`src/rtl/spi_flash_wr_guard.sv`:
```
// spi_flash_wr_guard: write-enable guard in front of the Pico-to-flash SPI bridge.
// Synchronises the Pico SPI pins into clk and forwards them. It decodes the first
// byte of each transaction. While writes are locked, a WREN or WREN_VOL opcode gets
// one extra SCK pulse before CS rises, so the flash discards the command.
// Optional build macro SPI_FLASH_WR_GUARD_ADDR_EN adds 24-bit address capture for
// program/erase opcodes (8'h02, 8'h20, 8'hD8).
module spi_flash_wr_guard #(
  parameter int unsigned SYNC_STAGES  = 2,
  parameter int unsigned INJ_HALF     = 4,
  parameter logic [7:0]  OPC_WREN     = 8'h06,
  parameter logic [7:0]  OPC_WREN_VOL = 8'h50
) (
  input  logic        clk,
  input  logic        rst,
  input  logic        pico_sck_i,
  input  logic        pico_cs_i,
  input  logic        pico_mosi_i,
  input  logic        wr_unlock,
  output logic        out_sck,
  output logic        out_cs,
  output logic        out_mosi,
  output logic [7:0]  last_opcode,
  output logic        opcode_valid,
  output logic        blocked,
  output logic [15:0] blocked_cnt,
  output logic        overrun,
  input  logic        overrun_clr,
  output logic [23:0] last_addr,
  output logic        addr_valid
);

  localparam int unsigned IW = (INJ_HALF > 1) ? $clog2(INJ_HALF) : 1;
  localparam logic [IW-1:0] INJ_LAST = IW'(INJ_HALF - 1);

  typedef enum logic [2:0] {
    S_IDLE, S_OPC, S_PASS, S_BLK, S_INJ_HI, S_INJ_LO, S_INJ_END, S_DRAIN
  } state_t;

  state_t state, state_nx;

  logic [SYNC_STAGES-1:0] sck_sync, cs_sync, mosi_sync;
  logic s_sck, s_cs, s_mosi;
  logic sck_d, cs_d;
  logic sck_rise, cs_fall;

  logic [2:0]    bit_cnt, bit_cnt_nx;
  logic [6:0]    shift, shift_nx;
  logic [IW-1:0] inj_cnt, inj_cnt_nx;
  logic          ovr_pend, pend_nx;
  logic          sck_nx, cs_nx, mosi_nx;
  logic          opc_done, blk_evt, ovr_set;
  logic [7:0]    opc_word;
  logic          opc_blocked;

  // Input synchronisers; CS resets to its idle (high) level
  always_ff @(posedge clk or posedge rst) begin
    if (rst) begin
      sck_sync  <= '0;
      cs_sync   <= '1;
      mosi_sync <= '0;
    end else begin
      sck_sync  <= {sck_sync[SYNC_STAGES-2:0], pico_sck_i};
      cs_sync   <= {cs_sync[SYNC_STAGES-2:0], pico_cs_i};
      mosi_sync <= {mosi_sync[SYNC_STAGES-2:0], pico_mosi_i};
    end
  end

  assign s_sck  = sck_sync[SYNC_STAGES-1];
  assign s_cs   = cs_sync[SYNC_STAGES-1];
  assign s_mosi = mosi_sync[SYNC_STAGES-1];

  // Delayed copies for edge detection
  always_ff @(posedge clk or posedge rst) begin
    if (rst) begin
      sck_d <= 1'b0;
      cs_d  <= 1'b1;
    end else begin
      sck_d <= s_sck;
      cs_d  <= s_cs;
    end
  end

  assign sck_rise    = s_sck & ~sck_d;
  assign cs_fall     = ~s_cs & cs_d;
  assign opc_word    = {shift, s_mosi};
  assign opc_blocked = ((opc_word == OPC_WREN) || (opc_word == OPC_WREN_VOL)) && !wr_unlock;

  // FSM state register
  always_ff @(posedge clk or posedge rst) begin
    if (rst) state <= S_IDLE;
    else     state <= state_nx;
  end

  // Next state, counters and the next value of each forwarded pin
  always_comb begin
    state_nx   = state;
    bit_cnt_nx = bit_cnt;
    shift_nx   = shift;
    inj_cnt_nx = inj_cnt;
    pend_nx    = ovr_pend;
    sck_nx     = s_sck;
    cs_nx      = s_cs;
    mosi_nx    = s_mosi;
    opc_done   = 1'b0;
    blk_evt    = 1'b0;
    ovr_set    = 1'b0;
    case (state)
      S_IDLE: begin
        if (!s_cs) begin
          bit_cnt_nx = '0;
          state_nx   = S_OPC;
        end
      end
      S_OPC: begin
        if (s_cs) begin
          state_nx = S_IDLE;
        end else if (sck_rise) begin
          shift_nx   = opc_word[6:0];
          bit_cnt_nx = bit_cnt + 3'd1;
          if (bit_cnt == 3'd7) begin
            opc_done = 1'b1;
            if (opc_blocked) begin
              blk_evt  = 1'b1;
              state_nx = S_BLK;
            end else begin
              state_nx = S_PASS;
            end
          end
        end
      end
      S_PASS: begin
        if (s_cs) state_nx = S_IDLE;
      end
      S_BLK: begin
        // Swallow the CS rise; this cycle already drives the first high half of the pulse
        if (s_cs) begin
          cs_nx      = 1'b0;
          sck_nx     = 1'b1;
          mosi_nx    = 1'b0;
          inj_cnt_nx = '0;
          pend_nx    = 1'b0;
          state_nx   = S_INJ_HI;
        end
      end
      S_INJ_HI: begin
        cs_nx   = 1'b0;
        mosi_nx = 1'b0;
        if (inj_cnt == INJ_LAST) begin
          sck_nx     = 1'b0;
          inj_cnt_nx = '0;
          state_nx   = S_INJ_LO;
        end else begin
          sck_nx     = 1'b1;
          inj_cnt_nx = inj_cnt + IW'(1);
        end
      end
      S_INJ_LO: begin
        cs_nx   = 1'b0;
        sck_nx  = 1'b0;
        mosi_nx = 1'b0;
        if (inj_cnt == INJ_LAST) begin
          inj_cnt_nx = '0;
          state_nx   = S_INJ_END;
        end else begin
          inj_cnt_nx = inj_cnt + IW'(1);
        end
      end
      S_INJ_END: begin
        cs_nx    = 1'b1;
        sck_nx   = 1'b0;
        mosi_nx  = 1'b0;
        state_nx = (ovr_pend || !s_cs) ? S_DRAIN : S_IDLE;
      end
      S_DRAIN: begin
        cs_nx   = 1'b1;
        sck_nx  = 1'b0;
        mosi_nx = 1'b0;
        if (s_cs) state_nx = S_IDLE;
      end
      default: state_nx = S_IDLE;
    endcase
    if (cs_fall && (state == S_INJ_HI || state == S_INJ_LO || state == S_INJ_END)) begin
      ovr_set = 1'b1;
      pend_nx = 1'b1;
    end
  end

  // Counters and registered pin outputs
  always_ff @(posedge clk or posedge rst) begin
    if (rst) begin
      bit_cnt  <= '0;
      shift    <= '0;
      inj_cnt  <= '0;
      ovr_pend <= 1'b0;
      out_sck  <= 1'b0;
      out_cs   <= 1'b1;
      out_mosi <= 1'b0;
    end else begin
      bit_cnt  <= bit_cnt_nx;
      shift    <= shift_nx;
      inj_cnt  <= inj_cnt_nx;
      ovr_pend <= pend_nx;
      out_sck  <= sck_nx;
      out_cs   <= cs_nx;
      out_mosi <= mosi_nx;
    end
  end

  // Opcode reporting, block counter and the sticky overrun flag
  always_ff @(posedge clk or posedge rst) begin
    if (rst) begin
      last_opcode  <= '0;
      opcode_valid <= 1'b0;
      blocked      <= 1'b0;
      blocked_cnt  <= '0;
      overrun      <= 1'b0;
    end else begin
      opcode_valid <= opc_done;
      blocked      <= blk_evt;
      if (opc_done) last_opcode <= opc_word;
      if (blk_evt && (blocked_cnt != 16'hFFFF)) blocked_cnt <= blocked_cnt + 16'd1;
      if (ovr_set)          overrun <= 1'b1;
      else if (overrun_clr) overrun <= 1'b0;
    end
  end

`ifdef SPI_FLASH_WR_GUARD_ADDR_EN
  logic        addr_arm, addr_arm_nx;
  logic [4:0]  addr_cnt, addr_cnt_nx;
  logic [22:0] addr_sh, addr_sh_nx;
  logic        addr_evt;
  logic [23:0] addr_word;

  assign addr_word = {addr_sh, s_mosi};

  // Arm on a passing program/erase opcode, then collect the next 24 bits
  always_comb begin
    addr_arm_nx = addr_arm;
    addr_cnt_nx = addr_cnt;
    addr_sh_nx  = addr_sh;
    addr_evt    = 1'b0;
    if (opc_done && !opc_blocked) begin
      addr_arm_nx = (opc_word == 8'h02) || (opc_word == 8'h20) || (opc_word == 8'hD8);
      addr_cnt_nx = '0;
    end else if (state == S_PASS && addr_arm) begin
      if (s_cs) begin
        addr_arm_nx = 1'b0;
      end else if (sck_rise) begin
        addr_sh_nx  = addr_word[22:0];
        addr_cnt_nx = addr_cnt + 5'd1;
        if (addr_cnt == 5'd23) begin
          addr_evt    = 1'b1;
          addr_arm_nx = 1'b0;
        end
      end
    end else if (state != S_PASS) begin
      addr_arm_nx = 1'b0;
    end
  end

  // Address capture registers
  always_ff @(posedge clk or posedge rst) begin
    if (rst) begin
      addr_arm   <= 1'b0;
      addr_cnt   <= '0;
      addr_sh    <= '0;
      last_addr  <= '0;
      addr_valid <= 1'b0;
    end else begin
      addr_arm   <= addr_arm_nx;
      addr_cnt   <= addr_cnt_nx;
      addr_sh    <= addr_sh_nx;
      addr_valid <= addr_evt;
      if (addr_evt) last_addr <= addr_word;
    end
  end
`else
  assign last_addr  = '0;
  assign addr_valid = 1'b0;
`endif

endmodule

```
`config.mk`:
```
export PLATFORM = sky130hd
export DESIGN_NAME = spi_flash_wr_guard
export DESIGN_NICKNAME = d
export VERILOG_FILES = /design/src/rtl/spi_flash_wr_guard.sv
export SDC_FILE = /design/constraint.sdc
export NUM_CORES = 1
export LEC_CHECK = 0
export ABC_AREA = 1
export BUFFER_PORTS_ARGS = -buffer_cell sky130_fd_sc_hd__clkbuf_2
export CORE_UTILIZATION = 52
export DETAILED_ROUTE_END_ITERATION = 10
export GPL_ROUTABILITY_DRIVEN = 1
export GPL_TIMING_DRIVEN = 1
export PLACE_DENSITY = 0.87
export SLEW_MARGIN = 20
export SYNTH_ARGS = -nofsm -noshare
export SYNTH_HDL_FRONTEND = slang
export SYNTH_SLANG_ARGS = --single-unit
```
`constraint.sdc`:
```
create_clock -name clk -period 3.4 [get_ports clk]
set_clock_uncertainty 0.2 [all_clocks]
set_input_delay 0.68 -clock clk [delete_from_list [all_inputs] [get_ports clk]]
set_output_delay 0.68 -clock clk [all_outputs]
set_load 0.05 [all_outputs]
```
==> results.md, run 1 <==
- Run status: finished, final reports clean
- CP Cell Sequence: ha_1 > ha_1 > nand2_1 > nor2_2 > nand2_4 > nor2_8 > nand3_1 > o21ai_0 > nand2_1
- Max Cap Viol: 0
- ANT nets after route: 0
- Sw frac: 36.0%
- Syn Area/Cell: 8.89 um^2
- WHS Path Cells: 0
- Count leader, synth: nand2_1
- Die width: 73.2 um
- Post-synth cell types: 31
- Seq/Total Area, Yosys: 51.5%
- Main combinational cell family by area after synthesis: simple AND/OR/NAND/NOR gates
- Sum of buffers and inverters on the critical path: 0
- Area of the multi-input gates: 991 um^2
- Vias in the first global route: 1632
- Root Driver: clkbuf_8
- Residual DRC: 0
- Leak: 1.60 nW
- Crit path largest cell delay: 380 ps
- Die ar.: 5350 um^2
- Largest net degree at the start of global routing: 29
- Hold_sp: sck_sync[0]
- Hold Path Sink: sck_sync[1]
- CP arrival: 2030 ps
- Post-synth ARST share: 100%
- CP required: 3380 ps
- Clk pwr share: 24.8%
- Number of cells upsized or downsized after cts: 0
- Endpoints failing setup: 0
- Overall global routing resource usage: 18.4%
- Final HPWL DP: 3280 um
- Post-synthesis simple-gate area fraction: 21.7%
- Psw: 0.605 mW
- Max-slew violations: 0
- Layout cell share with drive strength beyond 1: 19.0%
- Share of the synthesized area in the top cell type: 47.5%
- Period utilisation layout: 60.1%
- Drt pass-1 iters: 5
- Fin Setup TNS: 0 ps
- Overflow after GRT: 0
- Hold WS: 156 ps
- CTS tree: yes
- Synthesized area: 2630 um^2
- ANT cells: 0
- Vias/cell: 4.65
- Initial antenna violation count: 0
- Comb power frac: 27.5%
- CTS HTree Levels: 2
- Post-synthesis compound-gate area fraction: 7.46%
- CP Class: flip-flop to flip-flop
- Mux cell area share after synthesis: 0%
- Initial Utilization: 55.0%
- Cell Int Power: 1.07 mW
- Routed wire length: 4410 um
- CP Launch Type: flip-flop
- Routability cong.: 0.940
- Cell count of the worst reg-to-reg path: 9
- Dominant cells by area after synthesis: dfrtp_1, nand2_1, buf_4
- RR Endpoint: blocked_cnt[13]
- CP max stage cell: dfrtp_1
- Reg2reg setup slack: 1360 ps
- PD cells: 581 nW/um^2
- First-pass GRT wire length: 7500 um
- Die H: 73.2 um
- Max Clk Rate: 489 MHz
- Worst Path Max Fanout: 18
- CTS buffer count: 5
- CTS max path bufs: 2
- Worst-Margin Slew: 588 ps
- Max-Slew Margin vs Limit: 60.7%
- Number of port buffers: 36
- I/O pin cnt: 62
- Fin crit period: 2040 ps
- Avg WL per Cell: 10.9 um
- CP endpoint kind: flip-flop
- Stages on worst setup path: 9
- Row cnt: 25
- Register bit total from synthesis: 54
- P&R area growth vs syn: 9.74%
- Fin. Hold Viols: 0
- R2r startpoint: bit_cnt[0]
- Post-synthesis adder-cell area fraction: 1.90%
- Post-Syn Instances: 296
- XOR/XNOR share of the synthesized area: 2.99%
- EDFF count, synth: 0
- Synth area leader: dfrtp_1
- Synth Warn #: 0
- Seq pwr share: 47.7%
- RSZ-0062 raised after global routing: false
- Most frequent cells after synthesis: nand2_1, dfrtp_1, inv_1
- Storage cell area: 1360 um^2
- NumNets Final: 347
- Ys flop type: dfrtp_1
- Peak VDD IR: 0.352 mV
- Initial drt markers: 128
- Core area: 4790 um^2
- Post CTS Setup Buffer Count: 0
- Cell family with most CP delay: simple AND/OR/NAND/NOR gates
- Worst min path class: flip-flop to flip-flop
- FILL cells: 418
- Clk pin slew, worst setup/hold paths: 90 ps
- Hold buffers post-CTS: 0
- Vias: 1877
- Sink Count: 54
- Clk_lat worst skew: 300 ps
==> worst max-delay path by stage <==
stage              startpoint               to  slack, ps
2_1_floorplan             rst       bit_cnt[0]       1210
3_3_place_gp        wr_unlock  blocked_cnt[13]       1260
3_5_place_dp        wr_unlock  blocked_cnt[13]       1180
4_1_cts            bit_cnt[0]  blocked_cnt[13]       1350
5_1_grt        blocked_cnt[1]   blocked_cnt[2]       1190
6_report           bit_cnt[0]  blocked_cnt[13]       1360
==> logic make-up after synthesis <==
| group | after synthesis |
|---|---|
| AND/OR/NAND/NOR | 122 |
| buffers and inverters | 70 |
| flip-flops | 54 |
| AO/OA/AOI/OAI | 36 |
| XOR/XNOR | 9 |
| adder cells (fa/ha/maj) | 4 |
| other | 1 |
==> layout by cell type (no fill, tap or decap), types with 3 or more instances in the layout <==
cell / count
dfstp_2: 4
nand4_1: 4
clkbuf_2: 36
o21ai_0: 23
nor2_1: 26
o21ai_1: 3
a21oi_1: 5
nand2_1: 61
inv_1: 38
inv_2: 3
dfrtp_1: 50
conb_1: 25
ha_1: 4
xnor2_1: 3
clkbuf_8: 5
nand2_2: 3
nand3_1: 15
nor3_1: 5
xor2_1: 6
a22o_1: 3
==> sequential cells by signal, summed over array words and instances, names as in the netlist, 2 cells and up <==
| register | count |
|---|---|
| blocked_cnt | 16 |
| last_opcode | 8 |
| shift | 7 |
| bit_cnt | 3 |
| state | 3 |
| cs_sync | 2 |
| inj_cnt | 2 |
| mosi_sync | 2 |
| sck_sync | 2 |
==> per-layer routing <==
layer	track usage (%)	vias up	wire length [um]
met5	0	-	0
met4	5.23	0	49
met3	4.01	5	234
met2	27.3	63	1960
met1	27.4	852	2170
li1	-	957	-
==> power groups by stage <==
stage                     logic [mW]  clock network, mW  registers [mW]
after global placement         0.447                  0           0.807
final                          0.462              0.415           0.800
after detailed placement       0.458                  0           0.810
after global routing           0.522              0.447           0.810
after floorplan                0.352                  0           0.852
after CTS                      0.464              0.422           0.799
==> final cells by class <==
type / instances / area share, %
inverters: 41 / 5.33
repair buffers: 38 / 6.76
clock buffers: 5 / 2.38
flip-flops and latches: 54 / 46.9
multi-input cells: 196 / 34.3
well taps: 67 / 2.90
clock inverters: 3 / 1.39
==> through the flow <==
stage                     cell area [um^2]  setup WS [ps]  utilization, %  cells  power [mW]
after global routing                  2890           1190            60.4    404        1.78
final                                 2890           1360            60.4    404        1.68
after detailed placement              2780           1180            58.1    396        1.27
after CTS                             2890           1350            60.4    404        1.68
after floorplan                       2720           1210               -    320        1.20
after global placement                2780           1260            58.1    396        1.25
Note: power is estimated with default switching activity, not from simulation.
==> run 2, diff against run 1 <==
==> constraint.sdc (replaced) <==
create_clock -name clk -period 2 [get_ports clk]
set_clock_uncertainty 0.2 [all_clocks]
set_input_delay 0.4 -clock clk [delete_from_list [all_inputs] [get_ports clk]]
set_output_delay 0.4 -clock clk [all_outputs]
set_load 0.05 [all_outputs]
==> run 2 against run 1 <==
Clock power increased by 50%. Register-to-register slack got worse by 1200 ps. Non-clock buffer count increased by 9. Sequential power increased by 66%. Global-route usage increased by 1.6 points. Combinational power increased by 88%. Critical path type unchanged.
==> results.md, run 2 (synthesis gave the netlist of run 1 again) <==
- PD cells: 948 nW/um^2 (+63%)
- Biggest regs: blocked_cnt x16, last_opcode x8, shift x7
- I/O pin cnt: 62 (unchanged)
- Initial drt markers: 120 (-6.3%)
- Max-slew violations: 0 (unchanged)
- RR Endpoint: blocked_cnt[8]
- DP Area: 2820 um^2 (+1.3%)
- Final Cell Area: 2980 um^2 (+3.2%)
- Die width: 73.2 um (unchanged)
- Hold Path Sink: overrun
- Routed wire length: 4800 um (+9.0%)
- Placed insts: 399 (+0.76%)
- P&R area growth vs syn: 13.2%
- CTS HTree Levels: 2 (unchanged)
- Largest net degree at the start of global routing: 55 (+90%)
- Sink Count: 54 (unchanged)
- Overall global routing resource usage: 20.1% (+1.6 points)
- CP endpoint kind: flip-flop
- Biggest register: blocked_cnt
- Reg2reg setup slack: 150 ps (-1210 ps)
- Drt pass-1 iters: 4 (-1)
- Routability cong.: 0.913 (-2.9%)
- Residual DRC: 0 (unchanged)
- CTS buffer count: 5 (unchanged)
- Fin. Hold Viols: 0 (unchanged)
- Cell count of the worst reg-to-reg path: 9 (unchanged)
- CTS tree: yes
- NumNets Final: 356 (+2.6%)
- Vias/cell: 4.83 (+4.0%)
- Vias: 1996 (+6.3%)
- ANT cells: 0 (unchanged)
- R2r startpoint: blocked_cnt[1]
- Endpoints failing setup: 0 (unchanged)
- Leak: 1.64 nW (+2.3%)
- Max Cap Viol: 0 (unchanged)
- First-pass GRT wire length: 8220 um (+9.6%)
- Crit path largest cell delay: 400 ps (+20 ps)
- Row cnt: 25 (unchanged)
- Period utilisation layout: 92.7% (+33 points)
- CP arrival: 1840 ps (-190 ps)
- Clk_lat worst skew: 310 ps (about the same)
- Max reg flops: 16 (unchanged)
- Peak VDD IR: 0.730 mV (+110%)
- Most frequent cells in the layout: nand2_1, dfrtp_1, inv_1
- Die ar.: 5350 um^2 (unchanged)
- Total power: 2.82 mW (+68%)
- Core area: 4790 um^2 (unchanged)
- Number of port buffers: 36 (unchanged)
- RSZ-0062 raised after global routing: false
- CP Class: flip-flop to flip-flop
- Vias in the first global route: 1846 (+13%)
- Final Non-Filler Cells: 413 (+2.2%)
- Initial Utilization: 55.0% (unchanged)
- Run status: finished, final reports clean
- CTS max path bufs: 2 (unchanged)
- Root Driver: clkbuf_8
- Initial antenna violation count: 0 (unchanged)
- CP max stage cell: dfrtp_2
- CP Launch Type: flip-flop
- Avg WL per Cell: 11.6 um (+6.6%)
- CP required: 1990 ps (-1390 ps)
- Final HPWL DP: 3520 um (+7.2%)
- WHS Path Cells: 2 (+2)
- Fin crit period: 1850 ps (-192 ps)
- ANT nets after route: 0 (unchanged)
- Worst Path Max Fanout: 6 (-12)
- Die H: 73.2 um (unchanged)
- Clk pin slew, worst setup/hold paths: 100 ps (about the same)
- Layout cell share with drive strength beyond 1: 21.4% (+2.4 points)
- CP Cell Sequence: ha_1 > inv_1 > nor2_2 > nand2_1 > nor2_1 > nand2_1 > nand2_2 > nor2_1 > xor2_1
- Hold_sp: overrun_clr
- Worst min path class: input port to flip-flop
- Max Clk Rate: 540 MHz (+10%)
- Overflow after GRT: 0 (unchanged)
- Commonest non-fill, non-tap cell in the layout: nand2_1
## run 2: worst max path at each step
stage	from	end	slack (ps)	depth (start not counted)
after floorplan	rst	blocked_cnt[0]	-30	1
after global placement	wr_unlock	blocked_cnt[11]	130	10
after detailed placement	bit_cnt[0]	blocked_cnt[13]	30	9
after CTS	bit_cnt[0]	blocked_cnt[13]	6	9
after global routing	bit_cnt[0]	blocked_cnt[14]	0.5	11
final	blocked_cnt[1]	blocked_cnt[8]	150	9
## run 2: worst max-delay path: cells and delay by family (launching register included)
kind | cells | cell delay (ps)
xor gates and xnor gates | 1 | 130
and+or+nand+nor | 6 | 790
adders and majority gates | 1 | 150
buffers and inverters | 1 | 60
DFF | 1 | 400
## run 2: through the flow
step           setup TNS (ps)  setup slack, ps  util [%]  hold slack [ps]
3_3_place_gp                0              128      58.9              134
4_1_cts                     0             5.89      61.7             65.7
2_1_floorplan           -50.5            -25.3         -              131
6_report                    0              147      62.3             67.9
5_1_grt                     0            0.538      62.3             86.5
3_5_place_dp                0             34.1      58.9              135
## run 2: final cells by class
cell class / count / area [um^2]
clock inverter: 3 / 26.3
sequential: 54 / 1360
fill: 418 / 1810
timing repair buffer: 47 / 285
tap: 67 / 83.8
clock buffer: 5 / 68.8
multi-input combinational: 196 / 1000
inverter: 41 / 154
## run 2: timing repair
| item | in CTS | in global routing |
|---|---|---|
| resized for setup | 0 | 3 |
| hold endpoints to repair | 53 | 0 |
| setup endpoints to repair | 0 | 12 |
| setup buffers | 0 | 2 |
| hold buffers | 4 | 0 |
## run 2: power breakdown
part	internal, mW	switching [mW]	leakage (nW)
clock network	0.258	0.365	0.0491
registers	1.23	0.0990	0.687
logic	0.254	0.615	0.899
## run 2: metal layers
metal	wire, um	global-route usage [%]
met1	2130	28.0
met2	2400	32.5
met4	53	5.23
met5	0	0
met3	222	3.45
==> run 3, diff against run 2 <==
--- a/config.mk
+++ b/config.mk
@@ -7,6 +7,7 @@
 export LEC_CHECK = 0
 export ABC_AREA = 1
 export BUFFER_PORTS_ARGS = -buffer_cell sky130_fd_sc_hd__clkbuf_2
+export CORE_ASPECT_RATIO = 0.5
 export CORE_UTILIZATION = 52
 export DETAILED_ROUTE_END_ITERATION = 10
 export GPL_ROUTABILITY_DRIVEN = 1
==> run 3 against run 2 <==
Die area grew 0.32%. Non-clock buffer count increased by 1. Combinational power is 2% lower. Largest cell class unchanged. Largest power group unchanged.
==> results.md, run 3 (synthesis gave the netlist of run 1 again) <==
- Run status: finished, final reports clean
- Final Cell Area: 3050 um^2 (+2.4%)
- Endpoints failing setup: 0 (unchanged)
- Number of port buffers: 36 (unchanged)
- Avg WL per Cell: 12.4 um (+6.2%)
- CP Class: flip-flop to flip-flop
- ANT cells: 0 (unchanged)
- NumNets Final: 358 (+0.56%)
- Peak VDD IR: 0.410 mV (-44%)
- Core Util, Final: 66.1% (+3.8 points)
- Drt pass-1 iters: 4 (unchanged)
- Largest net degree at the start of global routing: 29 (-47%)
- Overflow after GRT: 0 (unchanged)
- P&R area growth vs syn: 15.9%
- Row cnt: 17 (-32%)
- PD cells: 1010 nW/um^2 (+6.4%)
- CP required: 2030 ps (+40 ps)
- Worst min path class: input port to flip-flop
- Overall global routing resource usage: 20.9% (+0.80 points)
- Period utilisation layout: 93.2% (+0.53 points)
- Initial antenna violation count: 0 (unchanged)
- Max reg flops: 16 (unchanged)
- Vias: 1998 (+0.10%)
- Most frequent cells in the layout: nand2_1, dfrtp_1, inv_1
- Leak: 1.66 nW (+1.7%)
- Hold_sp: overrun_clr
- Die width: 103 um (+40%)
- I/O pin cnt: 62 (unchanged)
- Reg2reg setup slack: 140 ps (about the same)
- Sink Count: 54 (unchanged)
- Root Driver: clkbuf_8
- CTS buffer count: 5 (unchanged)
- Core area: 4620 um^2 (-3.6%)
- Max Cap Viol: 0 (unchanged)
- Placed insts: 400 (+0.25%)
- CTS HTree Levels: 2 (unchanged)
- Final HPWL DP: 3580 um (+1.8%)
- CP dominant cell by count: ha_1
- CP arrival: 1890 ps (+50 ps)
- Routability cong.: 0.883 (-3.3%)
- Vias/cell: 4.83 (-0.14%)
- Initial drt markers: 74 (-38%)
- CTS max path bufs: 2 (unchanged)
- Fin. Hold Viols: 0 (unchanged)
- Layout cell share with drive strength beyond 1: 21.8% (+0.45 points)
- Crit path largest cell delay: 400 ps (about the same)
- Vias in the first global route: 1861 (+0.81%)
- CP max stage cell: dfrtp_1
- Die H: 52.3 um (-28%)
- Final Non-Filler Cells: 414 (+0.24%)
- Clk_lat worst skew: 310 ps (about the same)
- Total power: 3.08 mW (+8.9%)
- CP Launch Point: bit_cnt[0]
- Die ar.: 5370 um^2 (+0.32%)
- Max Clk Rate: 537 MHz (-0.57%)
- Fin crit period: 1860 ps (+10.5 ps)
- CP Cell Sequence: ha_1 > ha_1 > nand2_1 > nor2_2 > nand2_4 > nor2_8 > nand2_2 > nor2_1 > xor2_1
- Worst Path Max Fanout: 6 (unchanged)
- Worst-Margin Slew: 594 ps
- Max-slew violations: 0 (unchanged)
- Biggest register: blocked_cnt
- CP endpoint kind: flip-flop
- Max-Slew Margin vs Limit: 60.3%
- Commonest non-fill, non-tap cell in the layout: nand2_1
- ANT nets after route: 0 (unchanged)
- DP Area: 2830 um^2 (+0.49%)
- First-pass GRT wire length: 8270 um (+0.60%)
- Worst slack at placement: 56.4 ps (+22.4 ps)
- Biggest regs: blocked_cnt x16, last_opcode x8, shift x7
- R2r startpoint: bit_cnt[0]
- Initial Utilization: 57.0% (+2.0 points)
- Residual DRC: 0 (unchanged)
- Clk pin slew, worst setup/hold paths: 100 ps (about the same)
- CTS tree: yes
- Setup WS post-layout: 136 ps (-10.5 ps)
- Routed wire length: 5110 um (+6.4%)
- CP Launch Type: flip-flop
==> run 3: cell types whose count changed in the layout (fill, tap and decap cells not counted), sizes merged <==
cell	delta
bufinv	+2
buf	+1
inv	-2
clkinv	-1
clkbuf	+1
nor2	+1
==> run 3: power by group <==
| part | switching, mW | internal, mW |
|---|---|---|
| Sequential | 0.103 | 1.23 |
| Combinational | 0.607 | 0.243 |
| Clock | 0.356 | 0.534 |
==> run 3: final cells by class <==
class / count / area (um^2)
flip-flops and latches: 54 / 1360
clock inverters: 2 / 60.1
clock buffers: 6 / 82.6
multi-input cells: 197 / 1020
well taps: 66 / 82.6
fillers: 387 / 1570
inverters: 41 / 154
repair buffers: 48 / 293
==> run 3: through the flow <==
step,hold slack [ps],setup TNS [ps]
6_report,50.0,0
3_5_place_dp,136,0
5_1_grt,77.3,-32.8
3_3_place_gp,133,0
2_1_floorplan,131,-50.5
4_1_cts,48.0,0
==> run 3: worst paths after layout <==
kind,endpoint,cells past startpoint
max,blocked_cnt[2],9
min,overrun,2
max reg2reg,blocked_cnt[2],9
min reg2reg,sck_sync[1],0
max in group asynchronous,last_opcode[3],4
min in group asynchronous,sck_sync[1],3
==> run 3: what timing repair did <==
action | in CTS | in global routing
hold buffers | 4 | 0
buffers inserted | 0 | 1
endpoints found under the hold margin | 25 | 0
gates resized for setup | 0 | 4
setup endpoints to repair | 0 | 8
==> run 3: layer usage <==
layer | global-route usage [%] | vias up | wire length (um)
li1 | - | 983 | -
met1 | 27.1 | 918 | 2300
met2 | 33.0 | 88 | 2400
met3 | 5.07 | 9 | 335
met4 | 10.5 | 0 | 86
met5 | 0 | - | 0
==> run 3: worst max-delay path, delay by kind of cell (launching register included) <==
family	cells	cell delay [ps]
and+or+nand+nor	6	710
DFF	1	400
adders and majority gates	2	320
xor gates and xnor gates	1	160
